**config.mk**
```make
export PLATFORM = sky130hd
export DESIGN_NAME = shifter_stream_16
export DESIGN_NICKNAME = d
export VERILOG_FILES = /design/src/rtl/shifter_stream_16.sv
export SDC_FILE = /design/constraint.sdc
export NUM_CORES = 1
export LEC_CHECK = 0
export CORE_MARGIN = 2
export CORE_UTILIZATION = 45
export CTS_BUF_LIST = sky130_fd_sc_hd__clkbuf_8 sky130_fd_sc_hd__clkbuf_16
export DETAILED_ROUTE_END_ITERATION = 7
export PLACE_DENSITY_LB_ADDON = 0.3
export SLEW_MARGIN = 20
export SYNTH_ARGS = -nofsm -noshare
export SYNTH_HDL_FRONTEND = slang
export SYNTH_HIERARCHICAL = 1
export SYNTH_SLANG_ARGS = --single-unit
```
**constraint.sdc**
```tcl
create_clock -name clk -period 6.3 [get_ports clk]
set_clock_uncertainty 0.2 [all_clocks]
set_input_delay 1.575 -clock clk [delete_from_list [all_inputs] [get_ports clk]]
set_output_delay 1.575 -clock clk [all_outputs]
set_load 0.01 [all_outputs]
```
**src/rtl/shifter_stream_16.sv**
```systemverilog
// shifter_stream_16 -- flow-controlled, registered front end for the 16-bit
// rotator. Requests queue in a DEPTH-entry FIFO; the head entry is rotated
// combinationally and captured in an output register with its own handshake.
//
// Ports
//   clk, reset          : clock, synchronous active-high reset
//   in_valid/in_ready   : request handshake (in_ready from registered state)
//   in_data/amt/lr      : word, rotate amount 0-15, direction (1 = left)
//   out_valid/out_ready : result handshake
//   out_data/out_lr     : rotated word and the direction used
//   op_count            : completed output handshakes, saturating at 0xFFFF

// Pure combinational rotator: lr=0 rotates right, lr=1 rotates left.
module multifunction_shifter_16 (
   input  logic [15:0] data,
   input  logic [3:0]  amt,
   input  logic        lr,
   output logic [15:0] result
);
   logic [31:0] dbl, r_sh, l_sh;

   // Doubling the word makes the wrapped bits fall out of a plain shift.
   assign dbl    = {data, data};
   assign r_sh   = dbl >> amt;
   assign l_sh   = dbl << amt;
   assign result = lr ? l_sh[31:16] : r_sh[15:0];
endmodule

module shifter_stream_16 #(
   parameter int DEPTH = 4
) (
   input  logic        clk,
   input  logic        reset,
   input  logic        in_valid,
   output logic        in_ready,
   input  logic [15:0] in_data,
   input  logic [3:0]  in_amt,
   input  logic        in_lr,
   output logic        out_valid,
   input  logic        out_ready,
   output logic [15:0] out_data,
   output logic        out_lr,
   output logic [15:0] op_count
);
   localparam int AW = $clog2(DEPTH);
   localparam logic [AW:0] FULL = (AW+1)'(DEPTH);
   localparam logic [AW:0] ONE  = (AW+1)'(1);

   typedef struct packed {
      logic [15:0] data;
      logic [3:0]  amt;
      logic        lr;
   } req_t;

   req_t          mem [DEPTH];
   logic [AW-1:0] wr_ptr, rd_ptr;
   logic [AW:0]   count, count_next;
   logic          in_ready_r, out_valid_r;
   logic          push, pop;
   req_t          head;
   logic [15:0]   rot;

   assign push = in_valid && in_ready_r;
   // Refill the output register whenever it is empty or being drained.
   assign pop  = (count != '0) && (!out_valid_r || out_ready);
   assign head = mem[rd_ptr];

   multifunction_shifter_16 u_rot (
      .data   (head.data),
      .amt    (head.amt),
      .lr     (head.lr),
      .result (rot)
   );

   always_comb begin
      count_next = count;
      if (push && !pop)      count_next = count + ONE;
      else if (!push && pop) count_next = count - ONE;
   end

   always_ff @(posedge clk) begin
      if (!reset && push) mem[wr_ptr] <= '{data: in_data, amt: in_amt, lr: in_lr};
   end

   always_ff @(posedge clk) begin
      if (reset) begin
         wr_ptr      <= '0;
         rd_ptr      <= '0;
         count       <= '0;
         in_ready_r  <= 1'b1;
         out_valid_r <= 1'b0;
         out_data    <= 16'h0000;
         out_lr      <= 1'b0;
         op_count    <= 16'h0000;
      end else begin
         if (push) wr_ptr <= wr_ptr + AW'(1);
         if (pop)  rd_ptr <= rd_ptr + AW'(1);
         count <= count_next;
         // Registered so in_ready never sees a combinational input path.
         in_ready_r <= (count_next != FULL);
         if (pop) begin
            out_valid_r <= 1'b1;
            out_data    <= rot;
            out_lr      <= head.lr;
         end else if (out_valid_r && out_ready) begin
            out_valid_r <= 1'b0;
         end
         if (out_valid_r && out_ready && op_count != 16'hFFFF)
            op_count <= op_count + 16'd1;
      end
   end

   assign in_ready  = in_ready_r;
   assign out_valid = out_valid_r;
endmodule

```
# == Word level (Yosys, flattened, before mapping) ==
# Memories as Yosys holds them, arrays and structs flattened. A register that Yosys moved wholly into a read port is not among the register bits.
# Cells that the tools add are included.
# word_totals
inputBits,25
memories,1
reg_bits,42
elab_cells,41
output_inout_bits,35
ramBits,84
# op_classes
n_addsub,5
muxes,9
n_eq_ne,2
n_reduce_logical,14
n_shift,2
# mem_list
memory,depth,word_bits,read_ports,rd_clocked_by_memory_dff,write_ports,line_no,text
mem,4,21,1,1,1,55,req_t mem [DEPTH];
# op_table
operator,count
$shl A32 B4 Y32,1
$shr A32 B4 Y16,1
$add A16 B1 Y16 const B,1
$mux W16,1
$ne A16 B16 Y1 const B,1
$logic_and A1 B1 Y1,7
$mux W3,2
$add A2 B1 Y2 const B,2
$logic_not A1 Y1,4
$mux W1,4
$mux W2,2
$add A3 B1 Y3 const B,1
$ne A3 B3 Y1 const B,1
$reduce_bool A3 Y1,1
$sub A3 B1 Y3 const B,1
$reduce_bool A2 Y1,1
$logic_or A1 B1 Y1,1

# == Logic depth before layout (Yosys ltp) ==
# Gate-level depths: netlist (run 1).
# logic_depth
word_depth,7
ltp_mapped,11
mapped_depth_nobuf,7

# == By module ==
# The synthesis (run 1) kept the hierarchy.
# modules_own_cells
mod,instances,area_each_um2,cells_per_inst,seq_area_each_um2
shifter_stream_16,1,5003.5,348,3403.3
multifunction_shifter_16,1,1702.9,166,0.0

# == Least setup slack after synthesis (run 1) ==
# OpenSTA, ideal clock, no wires.
# synth_timing
kind,input to register
start,in out_ready
end,reg op_count[14]
arrival_ns,2.793
required_time_ns,6.030
cell_stages,5
path_buffers,1
path_slack_ns,3.238
setup_time_ns,0.070
cell_sequence,nand3_1 -> or3_1 -> buf_2 -> or4_1 -> a21oi_1
# synth_via
elab_chain_len,2
# synth_rtl
element,line_no,text
from (decl),40,"input logic out_ready,"
$logic_and A1 B1 Y1 (2 in a row),108,if (out_valid_r && out_ready && op_count != 16'hFFFF)
to (signal assigned),109,op_count <= op_count + 16'd1;
to (decl),43,output logic [15:0] op_count
# Every way passes these cells.
# A chain may end at the register's enable or synchronous reset.

==> results of run 1 <==
-- logic make-up after synthesis --
family          count (synthesis)
compound gates                122
xor+xnor                        3
fa+ha+maj                       8
buf+inv                        41
flops                         128
mux                            69
simple gates                  143
-- final cells by class --
cell class                 count  share of cell area
clock buffer                  17              0.0533
inverter                       8             0.00376
timing repair buffer          65              0.0797
sequential                   128               0.427
tap                          184              0.0289
clock inverter                15              0.0273
multi-input combinational    345               0.380
-- stage by stage --
stage / setup slack (ns) / power, mW
CTS: 2.60 / 3.88
global placement: 2.37 / 2.77
global route: 2.35 / 4.10
finish: 2.64 / 3.88
floorplan: 3.24 / 2.45
detailed placement: 2.27 / 2.81
-- Yosys cell counts, drive strengths merged, types with 7 or more instances --
cell | n | area (µm²)
o31ai | 9 | 67.6
a22oi | 38 | 285
or3 | 7 | 43.8
mux2 | 14 | 165
a21oi | 36 | 180
nand3 | 13 | 65.1
o21ai | 13 | 65.1
clkbuf | 14 | 92.6
ha | 8 | 100
dfxtp | 44 | 881
inv | 7 | 26.3
or4 | 7 | 53.8
buf | 17 | 129
edfxtp | 84 | 2520
nand2 | 63 | 236
nor2 | 12 | 45.0
a221o | 10 | 100
nor3 | 7 | 35.0
mux4 | 49 | 1140
-- critical path, cell delays in order, from the launching register on --
cell     delay (ns)
dfxtp_1        0.69
buf_4          0.31
mux4_2         0.87
mux4_1         0.74
a22oi_1        0.23
nand2_1        0.08
a221o_1        0.26
nand2_1        0.06
a21oi_1        0.06
-- power breakdown --
part	internal, mW	switching [mW]
sequential	0.996	0.0748
combinational	0.811	0.947
clock	0.700	0.355
total	2.51	1.38
-- state kept, by name, indices dropped and copies added (netlist names), named ones only --
name	flops
op_count	16
out_lr	1
out_data	16
rd_ptr	2
out_valid	1
in_ready	1
mem	84
count	3
wr_ptr	2
-- layer usage --
layer / routed length [µm] / global-route usage / vias up
met5: 0 / 0 / -
met4: 123 / 0.0614 / 0
met3: 875 / 0.0446 / 15
met2: 6830 / 0.290 / 164
met1: 6130 / 0.244 / 2300
li1: - / - / 2174
-- how the worst max path moves through the flow --
stage,endpoint,slack (ns),cells past startpoint
floorplan,op_count[14],3.24,5
detailed placement,mem[0][9],2.27,4
CTS,out_data[4],2.60,8
global placement,mem[0][2],2.37,4
global route,out_data[4],2.35,7
finish,out_data[12],2.64,8
==> out/results.tsv, run 1 <==
metric	value	unit
run status	finished, final reports clean	
max-slew violation count	0	
CTS root buf	clkbuf_16	
Simple-Gate Fraction of Synth Area	0.108	
global-route wire length before repair	22800	µm
WL final	14000	µm
Area growth syn-to-layout	18.9	%
# diodes	0	
post-synthesis compound-gate area fraction	0.122	
Rows	44	
Final Setup Violations	0	
Final ANT Viol Nets	0	
maximum VDD drop	0.272	mV
ys flop type	edfxtp_1	
Final nets	598	
Die W	126	µm
cts repair resizes	0	
Max Cap Viol	0	
RSZ-0062 raised after global routing	no	
Max Clk Rate	273	MHz
DP Area	7330	µm²
Initial DRT Pass Iterations	5	
die span in y	126	µm
share of layout cells above drive strength 1	0.166	
Layout Utilization	0.549	
Final Hold Viols	0	
Synth Area in XOR/XNOR	0.00392	
commonest non-fill, non-tap cell in the layout	edfxtp_1	
multi-input combinational cell area	3030	µm²
#FFs+latches synth	128	
DR iter-0 viols	324	
crit path time final	3.66	ns
Layout Cells excl Fill	762	
Cells after Synth	514	
Arr. time, crit path	3.73	ns
R2R cell count	8	
drt wl/cell	18.3	µm
clock slew at reported path FFs	0.06	ns
crit path kind	reg -> reg	
Yosys Warn Count	6	
pin count of the biggest net entering global routing	46	
synthesized area	6710	µm²
Final HPWL DP	9430	µm
syn avg cell area	13.0	µm²
adder-cell share of the synthesized area	0.0149	
P_leak	2.64	nW
total I/O pin count	60	
Slew @ Worst Pin	1.05	ns
library cells used by synthesis	59	
mux cell area share after synthesis	0.203	
HP Start	out_data[15]	
Routability Congestion	0.849	
Storage cell area	3400	µm²
Worst slew margin	0.298	
Die Footprint	15900	µm²
Post-synth ARST share	0	
final instance area	7980	µm²
Cells after DPL	730	
R2R Setup Slk	2.64	ns
worst skew pair latency	0.42	ns
worst hold path class	reg -> reg	
WHS Endpoint	out_data[15]	
Power Density	487	nW/µm²
sequential fraction of the synthesis area	0.507	
port bufs	59	
TritonCTS clock tree	built	
Crit. End Element	flip-flop	
main combinational cell family by area after synthesis	multiplexers	
final setup TNS	0	ns
initial core utilization	0.461	
vias in the first global route	4458	
startpoint types	flip-flop	
CTS H-tree lvls	4	
Post-synth EDFFs	84	
Hold Path Depth	2	
vias per std cell	6.11	
Min Hold Slack	0.254	ns
Critical Path Fanout Max	38	
filler instances	1218	
FF-to-FF End	out_data[12]	
WP data required	6.38	ns
initial antenna violation count	0	
syn nets	547	
DRC Markers	0	
CTS max path bufs	2	
Global Route Usage Sum	0.181	
via count	4653	
crit share post-route	0.581	
commonest cells after routing, fill and taps aside	84 x edfxtp_1, 63 x nand2_1, 59 x clkdlybuf4s50_1	
Num Clock Sinks	128	
post-CTS setup repair buffer count	0	
CORE AREA	14500	µm²
CTS Hold Bufs	0	
total clock buffers created by CTS	17	
GRT overflow	0	
No activity file was read; power rests on OpenSTA's default activity.
==> run 2, diff against run 1 <==
==> constraint.sdc (replaced) <==
create_clock -name clk -period 3.25 [get_ports clk]
set_clock_uncertainty 0.2 [all_clocks]
set_input_delay 0.8125 -clock clk [delete_from_list [all_inputs] [get_ports clk]]
set_output_delay 0.8125 -clock clk [all_outputs]
set_load 0.01 [all_outputs]
==> run 2 against run 1 <==
Compared with the run above: sequential share of layout area decreased by 0.20 points; worst setup slack got worse by 2.4 ns; via count increased by 1.9%; sequential power increased by 93%; utilization increased by 0.28 points; first-iteration DRC count increased by 33%; power increased by 90%; maximum frequency increased by 20%; cell count increased by 2.2%; hold slack improved by 0.0023 ns; routed wire length increased by 3.6%; cell area increased by 0.52%; largest cell class unchanged; highest routed layer unchanged.
==> out/results.tsv, run 2 (synthesis gave the netlist of run 1 again) <==
metric	value	unit
Final HPWL DP	10100	µm
PnR worst setup slack	0.203	ns
Die W	126	µm
maximum VDD drop	0.550	mV
crit path time final	3.05	ns
share of layout cells above drive strength 1	0.190	
CP cell instances	buf_4 > mux4_2 > mux4_1 > a22oi_1 > nand2_1 > a221o_1 > nand2_1 > a21oi_1	
Final ANT Viol Nets	0	
global-route wire length before repair	23500	µm
Routability Congestion	0.868	
die span in y	126	µm
GRT overflow	0	
startpoint types	flip-flop	
TritonCTS clock tree	built	
Slew @ Worst Pin	1.02	ns
initial core utilization	0.461	
commonest cells after routing, fill and taps aside	84 x edfxtp_1, 63 x nand2_1, 59 x clkdlybuf4s50_1	
WL final	14500	µm
Num Clock Sinks	128	
final setup TNS	0	ns
P_leak	2.66	nW
crit share post-route	0.937	
Worst slew margin	0.319	
Layout Cells excl Fill	779	
DP Area	7480	µm²
total I/O pin count	60	
Largest register FFs	84	
Rows	44	
Power Density	918	nW/µm²
DRC Markers	0	
Largest regs	mem: 84 flops, op_count: 16 flops, out_data: 16 flops	
worst hold path class	reg -> reg	
Design Power	7.36	mW
Max Clk Rate	328	MHz
Crit. End Element	flip-flop	
CTS max path bufs	2	
pin count of the biggest net entering global routing	45	
max-slew violation count	0	
Max Cap Viol	0	
DR iter-0 viols	430	
Die Footprint	15900	µm²
commonest non-fill, non-tap cell in the layout	edfxtp_1	
WP data required	3.33	ns
port bufs	59	
worst slack, placed	0.0652	ns
run status	finished, final reports clean	
HP Start	out_data[12]	
Critical Path Max Stage Delay	0.65	ns
filler instances	1191	
final instance area	8020	µm²
Min Hold Slack	0.256	ns
Final nets	615	
Arr. time, crit path	3.12	ns
Most flops, register	mem	
Layout Utilization	0.552	
# diodes	0	
Cells after DPL	747	
slowest cell on the critical path	mux4_1	
drt wl/cell	18.6	µm
Final Hold Viols	0	
RSZ-0062 raised after global routing	no	
clock slew at reported path FFs	0.06	ns
Final Setup Violations	0	
Initial DRT Pass Iterations	7	
CORE AREA	14500	µm²
Global Route Usage Sum	0.186	
Area growth syn-to-layout	19.6	%
CTS H-tree lvls	4	
CTS root buf	clkbuf_16	
Critical Path Fanout Max	11	
via count	4742	
crit path kind	reg -> reg	
initial antenna violation count	0	
vias per std cell	6.09	
vias in the first global route	4509	
worst skew pair latency	0.42	ns
total clock buffers created by CTS	17	
CTS Hold Bufs	0	
CP most frequent cell	nand2_1	
-- run 2: where the power goes --
group          switching (mW)  internal (mW)
sequential              0.126           1.93
clock                   0.721          0.978
combinational            1.94           1.67
-- run 2: cell type report --
class | count | area [µm²] | share of cell area
multi-input cells | 345 | 3030 | 0.378
clock inverters | 15 | 110 | 0.0137
inverters | 8 | 30.0 | 0.00375
repair buffers | 82 | 788 | 0.0983
clock buffers | 17 | 425 | 0.0531
well taps | 184 | 230 | 0.0287
flip-flops and latches | 128 | 3400 | 0.425
-- run 2: metal layers --
layer  share of wire  GRT usage  up-vias
li1                -          -     2212
met1            0.44      0.257     2354
met2            0.48      0.297      167
met3           0.062     0.0416        9
met4          0.0084     0.0543        0
met5               0          0        -
-- run 2: timing repair --
| item | in CTS | in global routing |
|---|---|---|
| setup buffers | 0 | 0 |
| resized for setup | 0 | 1 |
| setup endpoints to repair | 0 | 13 |
-- run 2: path summary, 6_finish.rpt --
kind / endpoint / slack (ns) / cells after the start
max: out_data[4] / 0.20 / 8
min: out_data[12] / 0.26 / 2
max reg2reg: out_data[4] / 0.20 / 8
min reg2reg: out_data[12] / 0.26 / 2
-- run 2: critical path: cells and delay by family (launching register included) --
kind / cells / cell delay, ns
compound gates: 3 / 0.58
buf+inv: 1 / 0.30
flops: 1 / 0.57
mux: 2 / 1.07
simple gates: 2 / 0.16
